`src/rtl/cpu_pkg.sv`:
```
// Shared constants for the 4-bit CPU: ALU codes, instruction opcodes, sequencer states.
// No logic; imported by the control unit and its decoder.
package cpu_pkg;

    localparam logic [2:0] ALU_XOR = 3'b001;
    localparam logic [2:0] ALU_AND = 3'b010;
    localparam logic [2:0] ALU_OR  = 3'b011;
    localparam logic [2:0] ALU_ADD = 3'b100;
    localparam logic [2:0] ALU_SUB = 3'b110;

    localparam logic [3:0] OP_NOP  = 4'h0;
    localparam logic [3:0] OP_LDI  = 4'h1;
    localparam logic [3:0] OP_ADD  = 4'h2;
    localparam logic [3:0] OP_SUB  = 4'h3;
    localparam logic [3:0] OP_XOR  = 4'h4;
    localparam logic [3:0] OP_AND  = 4'h5;
    localparam logic [3:0] OP_OR   = 4'h6;
    localparam logic [3:0] OP_JMP  = 4'h7;
    localparam logic [3:0] OP_JC   = 4'h8;
    localparam logic [3:0] OP_JZ   = 4'h9;
    localparam logic [3:0] OP_OUT  = 4'hA;
    localparam logic [3:0] OP_HALT = 4'hF;

    typedef enum logic [1:0] {
        S_FETCH,
        S_DECODE,
        S_EXECUTE,
        S_HALT
    } state_t;

    typedef enum logic [1:0] {
        JMP_ALWAYS,
        JMP_CARRY,
        JMP_ZERO
    } jump_cond_t;

endpackage

```
`src/rtl/cpu_decoder.sv`:
```
// Opcode decoder: maps the instruction opcode to ALU code and control qualifiers.
// Latency: combinational, zero cycles.
// Backpressure: none; pure function of the opcode.
module cpu_decoder
    import cpu_pkg::*;
(
    input  logic [3:0]  opcode,
    output logic [2:0]  alu_oc,
    output logic        is_alu,
    output logic        updates_carry,
    output logic        is_jump,
    output jump_cond_t  jump_cond,
    output logic        is_out,
    output logic        is_ldi,
    output logic        is_halt
);

    always_comb begin
        alu_oc        = ALU_ADD;
        is_alu        = 1'b0;
        updates_carry = 1'b0;
        is_jump       = 1'b0;
        jump_cond     = JMP_ALWAYS;
        is_out        = 1'b0;
        is_ldi        = 1'b0;
        is_halt       = 1'b0;
        case (opcode)
            OP_LDI:  is_ldi = 1'b1;
            OP_ADD: begin
                is_alu        = 1'b1;
                alu_oc        = ALU_ADD;
                updates_carry = 1'b1;
            end
            OP_SUB: begin
                is_alu        = 1'b1;
                alu_oc        = ALU_SUB;
                updates_carry = 1'b1;
            end
            OP_XOR: begin
                is_alu = 1'b1;
                alu_oc = ALU_XOR;
            end
            OP_AND: begin
                is_alu = 1'b1;
                alu_oc = ALU_AND;
            end
            OP_OR: begin
                is_alu = 1'b1;
                alu_oc = ALU_OR;
            end
            OP_JMP:  is_jump = 1'b1;
            OP_JC: begin
                is_jump   = 1'b1;
                jump_cond = JMP_CARRY;
            end
            OP_JZ: begin
                is_jump   = 1'b1;
                jump_cond = JMP_ZERO;
            end
            OP_OUT:  is_out  = 1'b1;
            OP_HALT: is_halt = 1'b1;
            default: ;
        endcase
    end

endmodule

```
`src/rtl/cpu_control_unit.sv`:
```
// Fetch/decode/execute sequencer holding PC, IR, accumulator and C/Z flags.
// Latency: ALU instructions 3 cycles, others 2, plus one per fetch wait cycle.
// Backpressure: stalls in FETCH with imem_req_o held until imem_ack_i.
module cpu_control_unit
    import cpu_pkg::*;
#(
    parameter int DATA_WIDTH = 4,
    parameter int PC_WIDTH   = 4,
    parameter int OC_WIDTH   = 3
) (
    input  logic                  clk_i,
    input  logic                  rst_i,
    output logic                  imem_req_o,
    output logic [PC_WIDTH-1:0]   imem_addr_o,
    input  logic                  imem_ack_i,
    input  logic [7:0]            instr_i,
    output logic [DATA_WIDTH-1:0] alu_a_o,
    output logic [DATA_WIDTH-1:0] alu_b_o,
    output logic [OC_WIDTH-1:0]   alu_oc_o,
    input  logic [DATA_WIDTH-1:0] alu_result_i,
    input  logic                  alu_carry_i,
    output logic [DATA_WIDTH-1:0] acc_o,
    output logic                  carry_flag_o,
    output logic                  zero_flag_o,
    output logic [DATA_WIDTH-1:0] out_data_o,
    output logic                  out_valid_o,
    output logic                  halted_o
);

    state_t                state, state_nxt;
    logic [PC_WIDTH-1:0]   pc;
    logic [7:0]            ir;
    logic [DATA_WIDTH-1:0] acc;
    logic                  carry;
    logic                  zero;

    logic [2:0]            dec_alu_oc;
    logic                  dec_is_alu;
    logic                  dec_updates_carry;
    logic                  dec_is_jump;
    jump_cond_t            dec_jump_cond;
    logic                  dec_is_out;
    logic                  dec_is_ldi;
    logic                  dec_is_halt;
    logic                  jump_taken;

    logic [DATA_WIDTH-1:0] imm;
    logic [PC_WIDTH-1:0]   jump_target;

    assign imm         = DATA_WIDTH'(ir[3:0]);
    assign jump_target = PC_WIDTH'(ir[3:0]);

    cpu_decoder u_decoder (
        .opcode        (ir[7:4]),
        .alu_oc        (dec_alu_oc),
        .is_alu        (dec_is_alu),
        .updates_carry (dec_updates_carry),
        .is_jump       (dec_is_jump),
        .jump_cond     (dec_jump_cond),
        .is_out        (dec_is_out),
        .is_ldi        (dec_is_ldi),
        .is_halt       (dec_is_halt)
    );

    always_comb begin
        jump_taken = 1'b0;
        if (dec_is_jump) begin
            case (dec_jump_cond)
                JMP_ALWAYS: jump_taken = 1'b1;
                JMP_CARRY:  jump_taken = carry;
                JMP_ZERO:   jump_taken = zero;
                default:    jump_taken = 1'b0;
            endcase
        end
    end

    always_ff @(posedge clk_i) begin
        if (rst_i) begin
            state <= S_FETCH;
        end else begin
            state <= state_nxt;
        end
    end

    always_comb begin
        state_nxt = state;
        case (state)
            S_FETCH: begin
                if (imem_ack_i) begin
                    state_nxt = S_DECODE;
                end
            end
            S_DECODE: begin
                if (dec_is_halt) begin
                    state_nxt = S_HALT;
                end else if (dec_is_alu) begin
                    state_nxt = S_EXECUTE;
                end else begin
                    state_nxt = S_FETCH;
                end
            end
            S_EXECUTE: state_nxt = S_FETCH;
            S_HALT:    state_nxt = S_HALT;
            default:   state_nxt = S_FETCH;
        endcase
    end

    // Jump target in DECODE overrides the PC already incremented during FETCH.
    always_ff @(posedge clk_i) begin
        if (rst_i) begin
            pc          <= '0;
            ir          <= '0;
            acc         <= '0;
            carry       <= 1'b0;
            zero        <= 1'b0;
            alu_a_o     <= '0;
            alu_b_o     <= '0;
            alu_oc_o    <= OC_WIDTH'(ALU_ADD);
            out_data_o  <= '0;
            out_valid_o <= 1'b0;
        end else begin
            out_valid_o <= 1'b0;
            case (state)
                S_FETCH: begin
                    if (imem_ack_i) begin
                        ir <= instr_i;
                        pc <= pc + PC_WIDTH'(1);
                    end
                end
                S_DECODE: begin
                    if (dec_is_alu) begin
                        alu_a_o  <= acc;
                        alu_b_o  <= imm;
                        alu_oc_o <= OC_WIDTH'(dec_alu_oc);
                    end
                    if (dec_is_ldi) begin
                        acc  <= imm;
                        zero <= (imm == '0);
                    end
                    if (jump_taken) begin
                        pc <= jump_target;
                    end
                    if (dec_is_out) begin
                        out_data_o  <= acc;
                        out_valid_o <= 1'b1;
                    end
                end
                S_EXECUTE: begin
                    acc  <= alu_result_i;
                    zero <= (alu_result_i == '0);
                    if (dec_updates_carry) begin
                        carry <= alu_carry_i;
                    end
                end
                default: ;
            endcase
        end
    end

    // Request is suppressed while reset is asserted so it reads idle during reset.
    assign imem_req_o   = (state == S_FETCH) && !rst_i;
    assign imem_addr_o  = pc;
    assign halted_o     = (state == S_HALT);
    assign acc_o        = acc;
    assign carry_flag_o = carry;
    assign zero_flag_o  = zero;

endmodule
```
`config.mk`:
```
export PLATFORM = sky130hd
export DESIGN_NAME = cpu_control_unit
export DESIGN_NICKNAME = d
export VERILOG_FILES = /design/src/rtl/cpu_pkg.sv /design/src/rtl/cpu_decoder.sv /design/src/rtl/cpu_control_unit.sv
export SDC_FILE = /design/constraint.sdc
export NUM_CORES = 1
export LEC_CHECK = 0
export CAP_MARGIN = 20
export CORE_MARGIN = 3
export CORE_UTILIZATION = 47
export CTS_CLUSTER_SIZE = 12
export DETAILED_ROUTE_END_ITERATION = 16
export PLACE_DENSITY_LB_ADDON = 0.25
export SLEW_MARGIN = 20
export SYNTH_ARGS = -nofsm -noshare
export SYNTH_HDL_FRONTEND = slang
export SYNTH_SLANG_ARGS = --single-unit
```
`constraint.sdc`:
```
create_clock -name clk_i -period 1.8 [get_ports clk_i]
set_clock_uncertainty 0.1 [all_clocks]
set_input_delay 0.27 -clock clk_i [delete_from_list [all_inputs] [get_ports clk_i]]
set_output_delay 0.27 -clock clk_i [all_outputs]
set_load 0.005 [all_outputs]
```
Word level (Yosys, flattened, before mapping)
Cells that the tools add are included.

word-level totals
  output and inout port bits = 28
  register bits = 36
  input port bits = 16

operators by class
  equality and inequality tests = 19
  reduce and logical (&&, ||, !) cells = 18
  bitwise gates (word level) = 1
  mux-type cells = 22
  $add $sub $neg = 1

operator list
  cell                                                 number
  equality test 4 x 3 -> 1 bit, second input constant  4
  equality test 4 bit, second input constant           4
  one-hot mux 4 bit (2 select lines)                   2
  2-to-1 mux 4 bit                                     3
  one-hot mux 3 bit (4 select lines)                   1
  AND reduction 2 bit                                  5
  2-to-1 mux 1 bit                                     9
  equality test 4 x 2 -> 1 bit, second input constant  2
  zero test 4 bit                                      2
  one-hot mux 2 bit (4 select lines)                   1
  equality test 2 bit, second input constant           3
  2-to-1 mux 2 bit                                     3
  inequality test 2 bit, second input constant         3
  OR reduction 5 bit                                   1
  adder 4 x 1 -> 4 bit, second input constant          1
  equality test 2 x 1 -> 1 bit, second input constant  2
  equality test 4 x 1 -> 1 bit, second input constant  1
  zero test 2 bit                                      2
  one-hot mux 2 bit (2 select lines)                   1
  nonzero test 2 bit                                   2
  OR reduction 2 bit                                   2
  one-hot mux 1 bit (3 select lines)                   1
  AND reduction 3 bit                                  1
  OR reduction 3 bit                                   1
  4 further kinds                                      4

Depth between registers and ports, before layout
Gate-level depths: netlist of run 1.

  word-level depth = 7
  depth in mapped cells = 6
  mapped depth without buffers = 4

By module
Synthesis of run 1 repeated with hierarchy kept, for this count alone.

second synthesis, totals
  cell total of the unflattened synthesis = 202
  area, all modules = 1641.6 µm²

by module, submodules not included
  module            area each (µm²)  times used  cells an instance
  cpu_control_unit  1501.4           1           180
  cpu_decoder       140.1            1           22

Worst setup path before layout of run 1
Ideal clock, no wire load.

  path kind = register -> register
  start point = reg ir[6]
  end point = reg alu_a_o[0]
  required time = 1.572 ns
  clock period less this slack = 1.575 ns
  path buffers = 2
  arrival time = 1.348 ns
  stages on the path, launching flop included = 7
  setup slack = 0.225 ns
  path through = dfxtp_1 > buf_6 > nor2_2 > or4_4 > buf_6 > mux2i_1 > nor2_1

between the ends
  word-level cells in the longest chain between the ends = 4

ends and longest elaborated chain
  element                                                                       line                     RTL
  from (decl)                                                                   cpu_control_unit.sv:32   logic [7:0] ir;
  from (signal assigned)                                                        cpu_control_unit.sv:126  ir <= instr_i;
  equality test 4 x 3 -> 1 bit or equality test 4 x 2 -> 1 bit (tied branches)  cpu_decoder.sv:27        case (opcode)
  OR reduction 5 bit (no line) *                                                --
  2-to-1 mux 1 bit *                                                            cpu_decoder.sv:27
  AND reduction 2 bit (no line) *                                               --
  to (signal assigned)                                                          cpu_control_unit.sv:116  alu_a_o <= '0;
  to (signal assigned)                                                          cpu_control_unit.sv:132  alu_a_o <= acc;
  to (decl)                                                                     cpu_control_unit.sv:17   output logic [DATA_WIDTH-1:0] alu_a_o,

Every way passes the cells marked *; elsewhere a longest branch is shown, timed or not.
A chain may end at the register's enable or synchronous reset.

Final worst setup path of run 1
  start point = reg pc[0] (netlist: imem_addr_o[0])
  end point = out imem_addr_o[0]

RTL lines
  element                 line                     RTL
  from (decl)             cpu_control_unit.sv:31   logic [PC_WIDTH-1:0] pc;
  from (signal assigned)  cpu_control_unit.sv:127  pc <= pc + PC_WIDTH'(1);
  from (signal assigned)  cpu_control_unit.sv:141  pc <= jump_target;
  to (decl)               cpu_control_unit.sv:14   output logic [PC_WIDTH-1:0] imem_addr_o,

No word-level cell between the ends.

==> out/qor.csv, run 1 <==
stage,metric,value,unit
outcome,run_status,"finished, final reports clean",
place,dpl_cell_area,2110,um2
worst_setup_path,critical_path.top_delay_family,buffers and inverters,
synth,synth_area_leader_cell,sky130_fd_sc_hd__dfxtp_1,
place,gp_routability_congestion,0.787,
detailed_routing,finalWirelength,4.16,mm
timing,max_slew_margin,0.686,
timing,final.setup.worst_slack,74.5,ps
cts,cts_sinks,36,
cts,worst_path_clk_slew,110,ps
worst_setup_path,cp_num_cells,1,
cts,cts_root_buf,sky130_fd_sc_hd__clkbuf_4,
timing,setup-violations-final,0,
synth,synthesis.yosys.warnings,0,
layout,count_of_antenna_diodes_in_the_layout,0,
worst_setup_path,timing.critical_path.slowest_stage_cell,sky130_fd_sc_hd__clkdlybuf4s50_1,
worst_setup_path,cp.arrival,1360,ps
place,post-dp-hpwl,2.97,mm
place,port_buffers,43,
global_routing,total_grt_usage,0.218,
timing,setup-tns-final,0,ps
min_path,min_from,instr_i[3],
global_routing,wire_length_of_the_first_global_routing_pass,7.22,mm
min_path,worst_hold_stages,3,
power_and_ir_drop,power_per_cell_area,666,nW/um2
synth,yosys_register_bits,36,
worst_setup_path,worst_setup_path_end_kind,output port,
floorplan,floorplan.initialDensity,0.515,
worst_setup_path,start_kind,flop,
synth,syn-mean-instance-area,9.14,um2
timing,max_freq,0.580,GHz
cts,clk_path_buf_depth,2,
power_and_ir_drop,design_power_total,0.00146,W
worst_setup_path,reg2regPathDepth,4,
synth,number_of_flops_mapped_to_enable_cells_by_yosys,0,
layout,fin_nets,244,
timing,final-hold-violation-count,0,
detailed_routing,final_routed_wire_length_divided_by_cell_count,15.4,um
layout,areaGrowthSynthToFinish,33.9,%
cts,tritoncts,yes,
floorplan,chipWidth,65.0,um
synth,ys_types,42,
synth,async_reset_ff_frac,0,
detailed_routing,drt_pre_antenna_iters,6,
global_routing,grt_pass1_vias,1491,
layout,layout_commonest_cell,sky130_fd_sc_hd__clkdlybuf4s50_1,
detailed_routing,drc,0,
cts,worst_skew_pair_latency,340,ps
timing,period_utilisation_layout,0.959,
floorplan,rows,20,
global_routing,number_of_antenna_violations_at_the_first_check_in_global_routing,0,
layout,drive_above_1_share,0.141,
place,place_worst_setup_slack,-1.97,ps
layout,ff_latch_area,729,um2
min_path,worst_hold_path.endpoint,ir[3],
floorplan,design.core.area,3180,um2
power_and_ir_drop,power.static_leakage,0.908,nW
cts,holdBufCountCts,0,
synth,synthDominantCellAreaShare,0.440,
worst_setup_path,critical_path.n_buffers_inverters,1,
min_path,holdCritPathClass,primary input to flop,
timing,maxSlewViolCount,0,
layout,most-common-layout-cells,"41 x sky130_fd_sc_hd__clkdlybuf4s50_1, 31 x sky130_fd_sc_hd__dfxtp_1, 25 x sky130_fd_sc_hd__nor2_1, 21 x sky130_fd_sc_hd__nand2_1, 19 x sky130_fd_sc_hd__mux2i_1",
detailed_routing,drtIter0Drc,124,
floorplan,fp.dieH,65.0,um
worst_setup_path,critPathMaxFanout,7,
synth,synth_sequential_area_ratio,0.440,
synth,syn-instance-count,179,
place,dp_cells,261,
layout,multi_input_comb_area,851,um2
floorplan,floorplan.die_area,4230,um2
layout,nFillCells,284,
power_and_ir_drop,vdd.ir_drop.worst,483,uV
synth,synth_flop_cell,sky130_fd_sc_hd__dfxtp_1,
floorplan,ios,44,
detailed_routing,via_count,1459,
detailed_routing,final_antenna_net_count,0,
global_routing,grt_start_max_net_pins,37,
worst_setup_path,origin_of_the_critical_flop_to_flop_path,state[1],
synth,post_synthesis_net_count,196,
worst_setup_path,ff2ff_setup_slack,120,ps
flow_run,max_cap_violations,0,
timing,worst_slew_pin_slew,468,ps
worst_setup_path,worstPathRequired,1430,ps
worst_setup_path,r2r-end,alu_a_o[0],
layout,final_area,2190,um2
layout,instances_no_fill,271,
cts,cts_inserted_buffers,5,
worst_setup_path,critPathKind,flop to output port,
detailed_routing,route.detailed.vias_per_inst,5.38,
timing,finalWorstPathRequiredPeriod,1730,ps
timing,grt_setup_unrepaired,false,
worst_setup_path,critical_path.max_stage_delay,550,ps
synth,syn-cell-area,1640,um2
cts,cts.htree.levels,2,
worst_setup_path,cp_cell_instances,clkdlybuf4s50_1,
synth,synth.top_cells.by_area,"sky130_fd_sc_hd__dfxtp_1 44%, sky130_fd_sc_hd__mux2i_1 12%, sky130_fd_sc_hd__nor2_1 5.7%, sky130_fd_sc_hd__nand2_1 4.8%, sky130_fd_sc_hd__a21oi_1 4.3%",
global_routing,grt-ovfl-total,0,
## how the worst max path moves through the flow
stage / endpoint / from
4_1_cts: alu_a_o[0] / ir[6]
3_5_place_dp: imem_req_o / rst_i
6_report: imem_addr_o[0] / imem_addr_o[0]
2_1_floorplan: alu_a_o[0] / ir[6]
5_1_grt: imem_addr_o[0] / imem_addr_o[0]
3_3_place_gp: imem_req_o / rst_i
## metal layers
layer / share of wire / global-route usage
met5: 0 / 0
met4: 0.0094 / 0.0544
met3: 0.055 / 0.0641
met2: 0.50 / 0.384
met1: 0.44 / 0.258
## layout make-up
class	instances	share of cell area
clock buffers	6	0.0188
clock inverters	1	0.00228
multi-input cells	130	0.388
repair buffers	54	0.233
well taps	44	0.0251
flip-flops and latches	36	0.333
## registers in the layout, indices dropped and copies added, names as in the netlist
| name | count |
|---|---|
| imem_addr_o | 4 |
| zero_flag_o | 1 |
| ir | 8 |
| acc_o | 4 |
| alu_a_o | 4 |
| alu_b_o | 4 |
| state | 2 |
| out_valid_o | 1 |
| out_data_o | 4 |
| carry_flag_o | 1 |
| alu_oc_o | 3 |
## logic make-up after synthesis
family | after synthesis | share of synthesized area
mux | 19 | 0.116
compound gates | 33 | 0.128
simple gates | 77 | 0.265
fa+ha+maj | 1 | 0.00764
buf+inv | 13 | 0.0428
flops | 36 | 0.440
## cells in the mapped netlist, types with 3 or more instances
cell	instances
sky130_fd_sc_hd__mux2i_1	19
sky130_fd_sc_hd__nand2_1	21
sky130_fd_sc_hd__dfxtp_1	36
sky130_fd_sc_hd__clkbuf_1	8
sky130_fd_sc_hd__a21oi_1	14
sky130_fd_sc_hd__nor2_1	25
sky130_fd_sc_hd__nor2b_1	3
sky130_fd_sc_hd__a31oi_1	3
sky130_fd_sc_hd__a211oi_1	7
sky130_fd_sc_hd__a21o_1	3
sky130_fd_sc_hd__nand4_1	3
## power breakdown
part	internal, W	total (W)	switching [W]
Sequential	0.000820	0.000854	0.0000341
Clock	0.000144	0.000410	0.000266
Combinational	0.000106	0.000195	0.0000895
Total	0.00107	0.00146	0.000390
## timing repair
item	in CTS	in global routing
pin swaps	0	3
setup endpoints to repair	2	9
buffers inserted	1	2
resized for setup	5	4
## stage by stage
step	util	hold slack (ps)
after global placement	0.665	372
after floorplan	-	306
after global routing	0.690	367
after CTS	0.682	361
after detailed placement	0.665	386
final	0.690	362
No activity file was read; power rests on OpenSTA's default activity.
==> run 2: changes to the inputs <==
==> constraint.sdc (replaced) <==
create_clock -name clk_i -period 1.6 [get_ports clk_i]
set_clock_uncertainty 0.1 [all_clocks]
set_input_delay 0.32 -clock clk_i [delete_from_list [all_inputs] [get_ports clk_i]]
set_output_delay 0.32 -clock clk_i [all_outputs]
set_load 0.005 [all_outputs]
==> run 2 against run 1 <==
  * Non-clock buffer count grew 25
  * The run now ends with negative setup slack left
  * Largest cell class unchanged
  * Critical path depth grew 5
  * Via count up 14%
==> out/qor.csv, run 2 (synthesis results as in run 1) <==
stage,metric,value,unit,change
outcome,run_status,"complete, but fails checks",,"was finished, final reports clean"
outcome,violated_checks,negative setup slack,,
layout,instances_no_fill,298,,was 271
worst_setup_path,critical_path.max_stage_delay,380,ps,was 550 ps
layout,most-common-layout-cells,"32 x sky130_fd_sc_hd__buf_4, 25 x sky130_fd_sc_hd__nor2_1, 24 x sky130_fd_sc_hd__dlygate4sd2_1, 23 x sky130_fd_sc_hd__dfxtp_2, 21 x sky130_fd_sc_hd__nand2_1",,"was 41 x sky130_fd_sc_hd__clkdlybuf4s50_1, 31 x sky130_fd_sc_hd__dfxtp_1, 25 x sky130_fd_sc_hd__nor2_1, 21 x sky130_fd_sc_hd__nand2_1, 19 x sky130_fd_sc_hd__mux2i_1"
timing,setup-tns-final,-282,ps,was 0 ps
layout,ff_latch_area,768,um2,was 729 um2
layout,largest_reg_flops,8,,unchanged
worst_setup_path,reg2regPathDepth,6,,was 4
worst_setup_path,cp_cell_instances,buf_6 -> and4bb_2 -> o211ai_1 -> buf_4 -> and2_4 -> a211oi_2,,was clkdlybuf4s50_1
layout,drive_above_1_share,0.358,,was 0.141
timing,worst_slew_pin_slew,432,ps,was 468 ps
worst_setup_path,origin_of_the_critical_flop_to_flop_path,ir[5],,was state[1]
global_routing,wire_length_of_the_first_global_routing_pass,7.77,mm,was 7.22 mm
place,port_buffers,43,,unchanged
detailed_routing,drtIter0Drc,181,,was 124
global_routing,total_grt_usage,0.240,,was 0.218
cts,tritoncts,yes,,unchanged
layout,count_of_antenna_diodes_in_the_layout,0,,unchanged
worst_setup_path,ff2ff_setup_slack,-80,ps,was 120 ps
timing,final-hold-violation-count,0,,unchanged
layout,finalCoreUtilization,0.787,,was 0.690
floorplan,design.core.area,3180,um2,unchanged
power_and_ir_drop,power.static_leakage,1.24,nW,was 0.908 nW
cts,cts_root_buf,sky130_fd_sc_hd__clkbuf_4,,unchanged
worst_setup_path,worstPathRequired,1750,ps,was 1430 ps
place,dp_cells,272,,was 261
detailed_routing,routed-wl-met2,2.63,mm,was 2.07 mm
worst_setup_path,start_kind,flop,,unchanged
floorplan,ios,44,,unchanged
layout,areaGrowthSynthToFinish,52.9,%,was 33.9%
global_routing,number_of_antenna_violations_at_the_first_check_in_global_routing,0,,unchanged
worst_setup_path,cp.arrival,1830,ps,was 1360 ps
worst_setup_path,critical_path.n_buffers_inverters,2,,was 1
min_path,holdCritPathClass,flop to flop,,was primary input to flop
cts,cts.htree.levels,2,,unchanged
cts,worst_path_clk_slew,110,ps,about the same
power_and_ir_drop,power_per_cell_area,746,nW/um2,was 666 nW/um2
place,dpl_cell_area,2190,um2,was 2110 um2
floorplan,chipWidth,65.0,um,unchanged
layout,layout_commonest_cell,sky130_fd_sc_hd__buf_4,,was sky130_fd_sc_hd__clkdlybuf4s50_1
global_routing,grt_start_max_net_pins,37,,unchanged
floorplan,floorplan.die_area,4230,um2,unchanged
global_routing,grt_pass1_vias,1652,,was 1491
floorplan,fp.dieH,65.0,um,unchanged
detailed_routing,final_routed_wire_length_divided_by_cell_count,16.8,um,was 15.4 um
worst_setup_path,worst_setup_path_end_kind,flop,,was output port
timing,period_utilisation_layout,1.05,,
place,post-dp-hpwl,3.05,mm,was 2.97 mm
detailed_routing,final_antenna_net_count,0,,unchanged
worst_setup_path,timing.critical_path.slowest_stage_cell,sky130_fd_sc_hd__dfxtp_4,,was sky130_fd_sc_hd__clkdlybuf4s50_1
layout,largest_register,ir,,unchanged
layout,final_area,2500,um2,was 2190 um2
timing,setup-violations-final,11,,was 0
timing,max_slew_margin,0.711,,was 0.686
detailed_routing,top_layer_used,met4,,unchanged
detailed_routing,via_count,1659,,was 1459
layout,nFillCells,230,,was 284
timing,max_freq,0.594,GHz,
cts,holdBufCountCts,0,,unchanged
timing,grt_setup_unrepaired,true,,was false
worst_setup_path,cp_num_cells,6,,was 1
timing,maxSlewViolCount,0,,unchanged
detailed_routing,drc,0,,unchanged
detailed_routing,route.detailed.vias_per_inst,5.57,,was 5.38
worst_setup_path,r2r-end,imem_addr_o[1],,was alu_a_o[0]
worst_setup_path,critical_path.top_delay_family,simple AND/OR/NAND/NOR gates,,was buffers and inverters
detailed_routing,wirelength_met1,1.97,mm,was 1.83 mm
detailed_routing,finalWirelength,5.01,mm,was 4.16 mm
min_path,min_from,alu_oc_o[0],,was instr_i[3]
power_and_ir_drop,vdd.ir_drop.worst,702,uV,was 483 uV
global_routing,grt-ovfl-total,0,,unchanged
worst_setup_path,critPathMaxFanout,6,,was 7
cts,clk_path_buf_depth,2,,unchanged
cts,cts_inserted_buffers,5,,unchanged
floorplan,floorplan.initialDensity,0.515,,unchanged
cts,cts_sinks,36,,unchanged
floorplan,rows,20,,unchanged
cts,worst_skew_pair_latency,340,ps,about the same
power_and_ir_drop,design_power_total,0.00187,W,was 0.00146 W
timing,final.setup.worst_slack,-83.4,ps,was 74.5 ps
detailed_routing,route.met3.wl,310,um,was 230 um
worst_setup_path,critical_path.endpoint,imem_addr_o[1],,was imem_addr_o[0]
timing,finalWorstPathRequiredPeriod,1680,ps,
layout,fin_nets,270,,was 244
place,gp_routability_congestion,0.812,,was 0.787
layout,multi_input_comb_area,915,um2,was 851 um2
worst_setup_path,critPathKind,flop to flop,,was flop to output port
flow_run,max_cap_violations,0,,unchanged
detailed_routing,drt_pre_antenna_iters,4,,was 6
worst_setup_path,cp-startpoint,ir[5],,was imem_addr_o[0]
run 2: cell count changes in the layout (fill, tap and decap cells not counted), moves of 19 or more:
cell / before / now
sky130_fd_sc_hd__clkdlybuf4s50_1: 41 / 15
sky130_fd_sc_hd__dfxtp_1: 31 / 8
sky130_fd_sc_hd__dlygate4sd2_1: 2 / 24
sky130_fd_sc_hd__buf_4: 11 / 32
sky130_fd_sc_hd__dfxtp_2: 4 / 23
run 2: area by class of cell:
class / count / area share
Sequential cell: 36 / 0.307
Tap cell: 44 / 0.0220
Clock buffer: 6 / 0.0165
Timing Repair Buffer: 79 / 0.275
Clock inverter: 2 / 0.0140
Multi-Input combinational cell: 131 / 0.365
run 2: timing repair:
action	4_1_cts	5_1_grt
buffers inserted	15	3
pin swaps	2	10
gates cloned	1	0
gates resized for setup	64	17
setup endpoints to repair	47	20
run 2: metal layers:
layer	vias up	global-route usage
met3	12	0.0745
li1	790	-
met5	-	0
met4	0	0.0933
met1	782	0.266
met2	75	0.424
run 2: worst min-delay path by stage:
stage	endpoint	slack [ps]	depth (start not counted)
floorplan	ir[6]	360	2
global placement	alu_oc_o[0]	370	2
detailed placement	alu_b_o[2]	390	2
CTS	alu_oc_o[0]	400	2
global route	ir[3]	410	3
finish	alu_oc_o[0]	390	2
run 2: metrics by stage:
step / setup slack [ps] / hold slack [ps]
final: -83.4 / 394
after detailed placement: -311 / 390
after global routing: -144 / 412
after global placement: -312 / 371
after floorplan: 24.5 / 356
after CTS: -42.9 / 396
run 2: worst reg2reg max path: stages, from the launching register on:
cell                       delay (ps)
sky130_fd_sc_hd__dfxtp_4          380
sky130_fd_sc_hd__buf_6            120
sky130_fd_sc_hd__and4bb_2         310
sky130_fd_sc_hd__o211ai_1         150
sky130_fd_sc_hd__buf_4            200
sky130_fd_sc_hd__and2_4           150
sky130_fd_sc_hd__a211oi_2         210
run 2: power by group:
part / switching, W / internal (W) / total, W
registers: 0.0000304 / 0.000920 / 0.000951
clock network: 0.000303 / 0.000328 / 0.000631
logic: 0.000136 / 0.000149 / 0.000286
==> run 3: changes to the inputs <==
--- a/config.mk
+++ b/config.mk
@@ -10,8 +10,10 @@
 export CORE_UTILIZATION = 47
 export CTS_CLUSTER_SIZE = 12
 export DETAILED_ROUTE_END_ITERATION = 16
+export MAX_ROUTING_LAYER = met4
 export PLACE_DENSITY_LB_ADDON = 0.25
 export SLEW_MARGIN = 20
 export SYNTH_ARGS = -nofsm -noshare
 export SYNTH_HDL_FRONTEND = slang
+export SYNTH_HIERARCHICAL = 1
 export SYNTH_SLANG_ARGS = --single-unit
==> run 3 against run 2 <==
  * The run still ends with negative setup slack left
  * Critical path type unchanged
  * Routed wire length down 14%
  * Design area up 0.75%
  * Sequential share of layout area down 0.18 points
  * Clock power up 0.6%
==> out/qor.csv, run 3 <==
stage,metric,value,unit,change
outcome,run_status,"complete, but fails checks",,unchanged
outcome,violated_checks,negative setup slack,,unchanged
global_routing,wire_length_of_the_first_global_routing_pass,7.09,mm,was 7.77 mm
synth,ys_types,39,,was 42
synth,async_reset_ff_frac,0,,unchanged
worst_setup_path,critPathMaxFanout,8,,was 6
global_routing,grt-ovfl-total,0,,unchanged
power_and_ir_drop,power_report.internal_total,0.00142,W,was 0.00140 W
synth,yosys_register_bits,36,,unchanged
flow_run,max_cap_violations,0,,unchanged
timing,max_slew_margin,0.748,,was 0.711
layout,layout_commonest_cell,sky130_fd_sc_hd__nand2_1,,was sky130_fd_sc_hd__buf_4
synth,syn-cell-area,1640,um2,about the same
power_and_ir_drop,power_per_cell_area,761,nW/um2,was 746 nW/um2
worst_setup_path,cp.arrival,1770,ps,was 1830 ps
worst_setup_path,worst_setup_path_end_kind,flop,,unchanged
layout,drive_above_1_share,0.335,,was 0.358
detailed_routing,final_routed_wire_length_divided_by_cell_count,13.6,um,was 16.8 um
synth,synth_sequential_area_ratio,0.439,,was 0.440
detailed_routing,finalWirelength,4.33,mm,was 5.01 mm
global_routing,grt_pass1_vias,1505,,was 1652
layout,largest_reg_flops,8,,unchanged
layout,fin_nets,291,,was 270
layout,areaGrowthSynthToFinish,53.6,%,was 52.9%
detailed_routing,drc,0,,unchanged
floorplan,ios,44,,unchanged
floorplan,floorplan.initialDensity,0.512,,was 0.515
floorplan,chipWidth,65.1,um,was 65.0 um
floorplan,fp.dieH,65.1,um,was 65.0 um
detailed_routing,drtIter0Drc,94,,was 181
place,place_worst_setup_slack,-230,ps,was -311 ps
cts,cts_root_buf,sky130_fd_sc_hd__clkbuf_4,,unchanged
timing,setup-tns-final,-5.56,ps,was -282 ps
floorplan,design.core.area,3200,um2,was 3180 um2
synth,synth_flop_cell,sky130_fd_sc_hd__dfxtp_1,,unchanged
worst_setup_path,worstPathRequired,1770,ps,was 1750 ps
timing,final.setup.worst_slack,-5.56,ps,was -83.4 ps
detailed_routing,via_count,1719,,was 1659
cts,clk_path_buf_depth,2,,unchanged
synth,number_of_flops_mapped_to_enable_cells_by_yosys,0,,unchanged
synth,synth_area_leader_cell,sky130_fd_sc_hd__dfxtp_1,,unchanged
cts,tritoncts,yes,,unchanged
layout,most-common-layout-cells,"38 x sky130_fd_sc_hd__nand2_1, 35 x sky130_fd_sc_hd__buf_4, 29 x sky130_fd_sc_hd__a21oi_1, 26 x sky130_fd_sc_hd__dlygate4sd2_1, 24 x sky130_fd_sc_hd__dfxtp_2",,"was 32 x sky130_fd_sc_hd__buf_4, 25 x sky130_fd_sc_hd__nor2_1, 24 x sky130_fd_sc_hd__dlygate4sd2_1, 23 x sky130_fd_sc_hd__dfxtp_2, 21 x sky130_fd_sc_hd__nand2_1"
worst_setup_path,critPathKind,flop to flop,,unchanged
detailed_routing,final_antenna_net_count,0,,unchanged
timing,grt_setup_unrepaired,true,,unchanged
floorplan,rows,20,,unchanged
power_and_ir_drop,pwr-share-seq,0.495,,was 0.509
power_and_ir_drop,combPwrFrac,0.173,,was 0.153
place,gp_routability_congestion,0.881,,was 0.812
floorplan,floorplan.die_area,4240,um2,was 4230 um2
power_and_ir_drop,total_switching_power,0.000493,W,was 0.000470 W
worst_setup_path,start_kind,flop,,unchanged
synth,syn-instance-count,202,,was 179
cts,cts_sinks,36,,unchanged
synth,synth_top_cells_by_count,"39 x sky130_fd_sc_hd__nand2_1, 36 x sky130_fd_sc_hd__dfxtp_1, 29 x sky130_fd_sc_hd__a21oi_1, 17 x sky130_fd_sc_hd__nand3_1, 11 x sky130_fd_sc_hd__nor2_1",,"was 36 x sky130_fd_sc_hd__dfxtp_1, 25 x sky130_fd_sc_hd__nor2_1, 21 x sky130_fd_sc_hd__nand2_1, 19 x sky130_fd_sc_hd__mux2i_1, 14 x sky130_fd_sc_hd__a21oi_1"
place,port_buffers,43,,unchanged
cts,worst_skew_pair_latency,350,ps,was 340 ps
timing,setup-violations-final,1,,was 11
synth,synthDominantCellAreaShare,0.439,,was 0.440
layout,instances_no_fill,319,,was 298
place,dp_cells,299,,was 272
timing,finalWorstPathRequiredPeriod,1610,ps,was 1680 ps
synth,yosys.cell_count.top_type,sky130_fd_sc_hd__nand2_1,,was sky130_fd_sc_hd__dfxtp_1
timing,final-hold-violation-count,0,,unchanged
timing,maxSlewViolCount,0,,unchanged
place,dpl_cell_area,2260,um2,was 2190 um2
power_and_ir_drop,power.static_leakage,1.06,nW,was 1.24 nW
layout,count_of_antenna_diodes_in_the_layout,0,,unchanged
layout,largest_register,ir,,unchanged
synth,synth.top_cells.by_area,"sky130_fd_sc_hd__dfxtp_1 44%, sky130_fd_sc_hd__nand2_1 8.9%, sky130_fd_sc_hd__a21oi_1 8.8%, sky130_fd_sc_hd__nand3_1 5.2%, sky130_fd_sc_hd__a211oi_1 2.7%",,"was sky130_fd_sc_hd__dfxtp_1 44%, sky130_fd_sc_hd__mux2i_1 12%, sky130_fd_sc_hd__nor2_1 5.7%, sky130_fd_sc_hd__nand2_1 4.8%, sky130_fd_sc_hd__a21oi_1 4.3%"
synth,post_synthesis_net_count,219,,was 196
detailed_routing,drt_pre_antenna_iters,4,,unchanged
power_and_ir_drop,vdd.ir_drop.worst,631,uV,was 702 uV
place,post-dp-hpwl,2.94,mm,was 3.05 mm
cts,cts.htree.levels,2,,unchanged
power_and_ir_drop,switching_share,0.257,,was 0.252
detailed_routing,route.detailed.vias_per_inst,5.39,,was 5.57
global_routing,number_of_antenna_violations_at_the_first_check_in_global_routing,0,,unchanged
synth,syn-mean-instance-area,8.13,um2,was 9.14 um2
cts,cts_inserted_buffers,5,,unchanged
min_path,holdCritPathClass,flop to flop,,unchanged
global_routing,total_grt_usage,0.221,,was 0.240
power_and_ir_drop,clock_power_share,0.331,,was 0.338
timing,max_freq,0.623,GHz,was 0.594 GHz
layout,final_area,2520,um2,was 2500 um2
cts,worst_path_clk_slew,120,ps,was 110 ps
timing,period_utilisation_layout,1.00,,was 1.05
global_routing,grt_start_max_net_pins,38,,was 37
synth,synthesis.yosys.warnings,6,,was 0
timing,worst_slew_pin_slew,379,ps,was 432 ps
## run 3: path summary, 6_finish.rpt
kind,from,slack [ps],end,cells past startpoint
max,ir[5],-6,imem_addr_o[3],7
min,out_data_o[1],360,out_data_o[1],2
max reg2reg,ir[5],-6,imem_addr_o[3],7
min reg2reg,out_data_o[1],360,out_data_o[1],2
## run 3: timing repair
item                                    4_1_cts  5_1_grt
buffers inserted                             11        1
gates resized for setup                      67       14
pin swaps                                     0        9
endpoints found under the setup margin       47       28
hold buffers                                  0        0
## run 3: worst max-delay path, stage by stage (launching register included)
cell	delay (ps)
sky130_fd_sc_hd__dfxtp_4	380
sky130_fd_sc_hd__buf_12	130
sky130_fd_sc_hd__nor3_2	240
sky130_fd_sc_hd__nor2b_2	80
sky130_fd_sc_hd__o2111ai_2	220
sky130_fd_sc_hd__buf_4	160
sky130_fd_sc_hd__nand3_1	60
sky130_fd_sc_hd__a31oi_1	170
## run 3: cell type report
type | instances | area (um2)
inverters | 1 | 3.75
repair buffers | 80 | 698
flip-flops and latches | 36 | 769
clock inverters | 3 | 42.5
well taps | 44 | 55.1
clock buffers | 5 | 37.5
fillers | 250 | 682
multi-input cells | 150 | 915
## run 3: power groups by stage
stage	clock network [W]	registers, W	logic, W
after global routing	0.000705	0.000955	0.000361
after floorplan	0	0.000968	0.000151
after detailed placement	0	0.000974	0.000288
final	0.000635	0.000950	0.000333
after global placement	0	0.000974	0.000284
after CTS	0.000654	0.000949	0.000310
## run 3: routing by layer
layer  up-vias  part of all wire  GRT usage
li1        854                 -          -
met1       814              0.44      0.279
met2        44              0.49      0.347
met3         7             0.053     0.0650
met4         0             0.012     0.0622
met5         -                 0          -
## run 3: cells by family after synthesis
family | after synthesis | synth area share
AOI/OAI and AO/OA | 45 | 0.168
buffers and inverters | 16 | 0.0556
adders and majority gates | 1 | 0.00762
and+or+nand+nor | 100 | 0.305
DFF | 36 | 0.439
muxes | 4 | 0.0244
## run 3: per-stage QoR
stage / hold WS (ps) / total power (W) / util
2_1_floorplan: 333 / 0.00112 / -
3_3_place_gp: 342 / 0.00126 / 0.704
3_5_place_dp: 348 / 0.00126 / 0.704
4_1_cts: 359 / 0.00191 / 0.766
5_1_grt: 378 / 0.00202 / 0.787
6_report: 357 / 0.00192 / 0.787
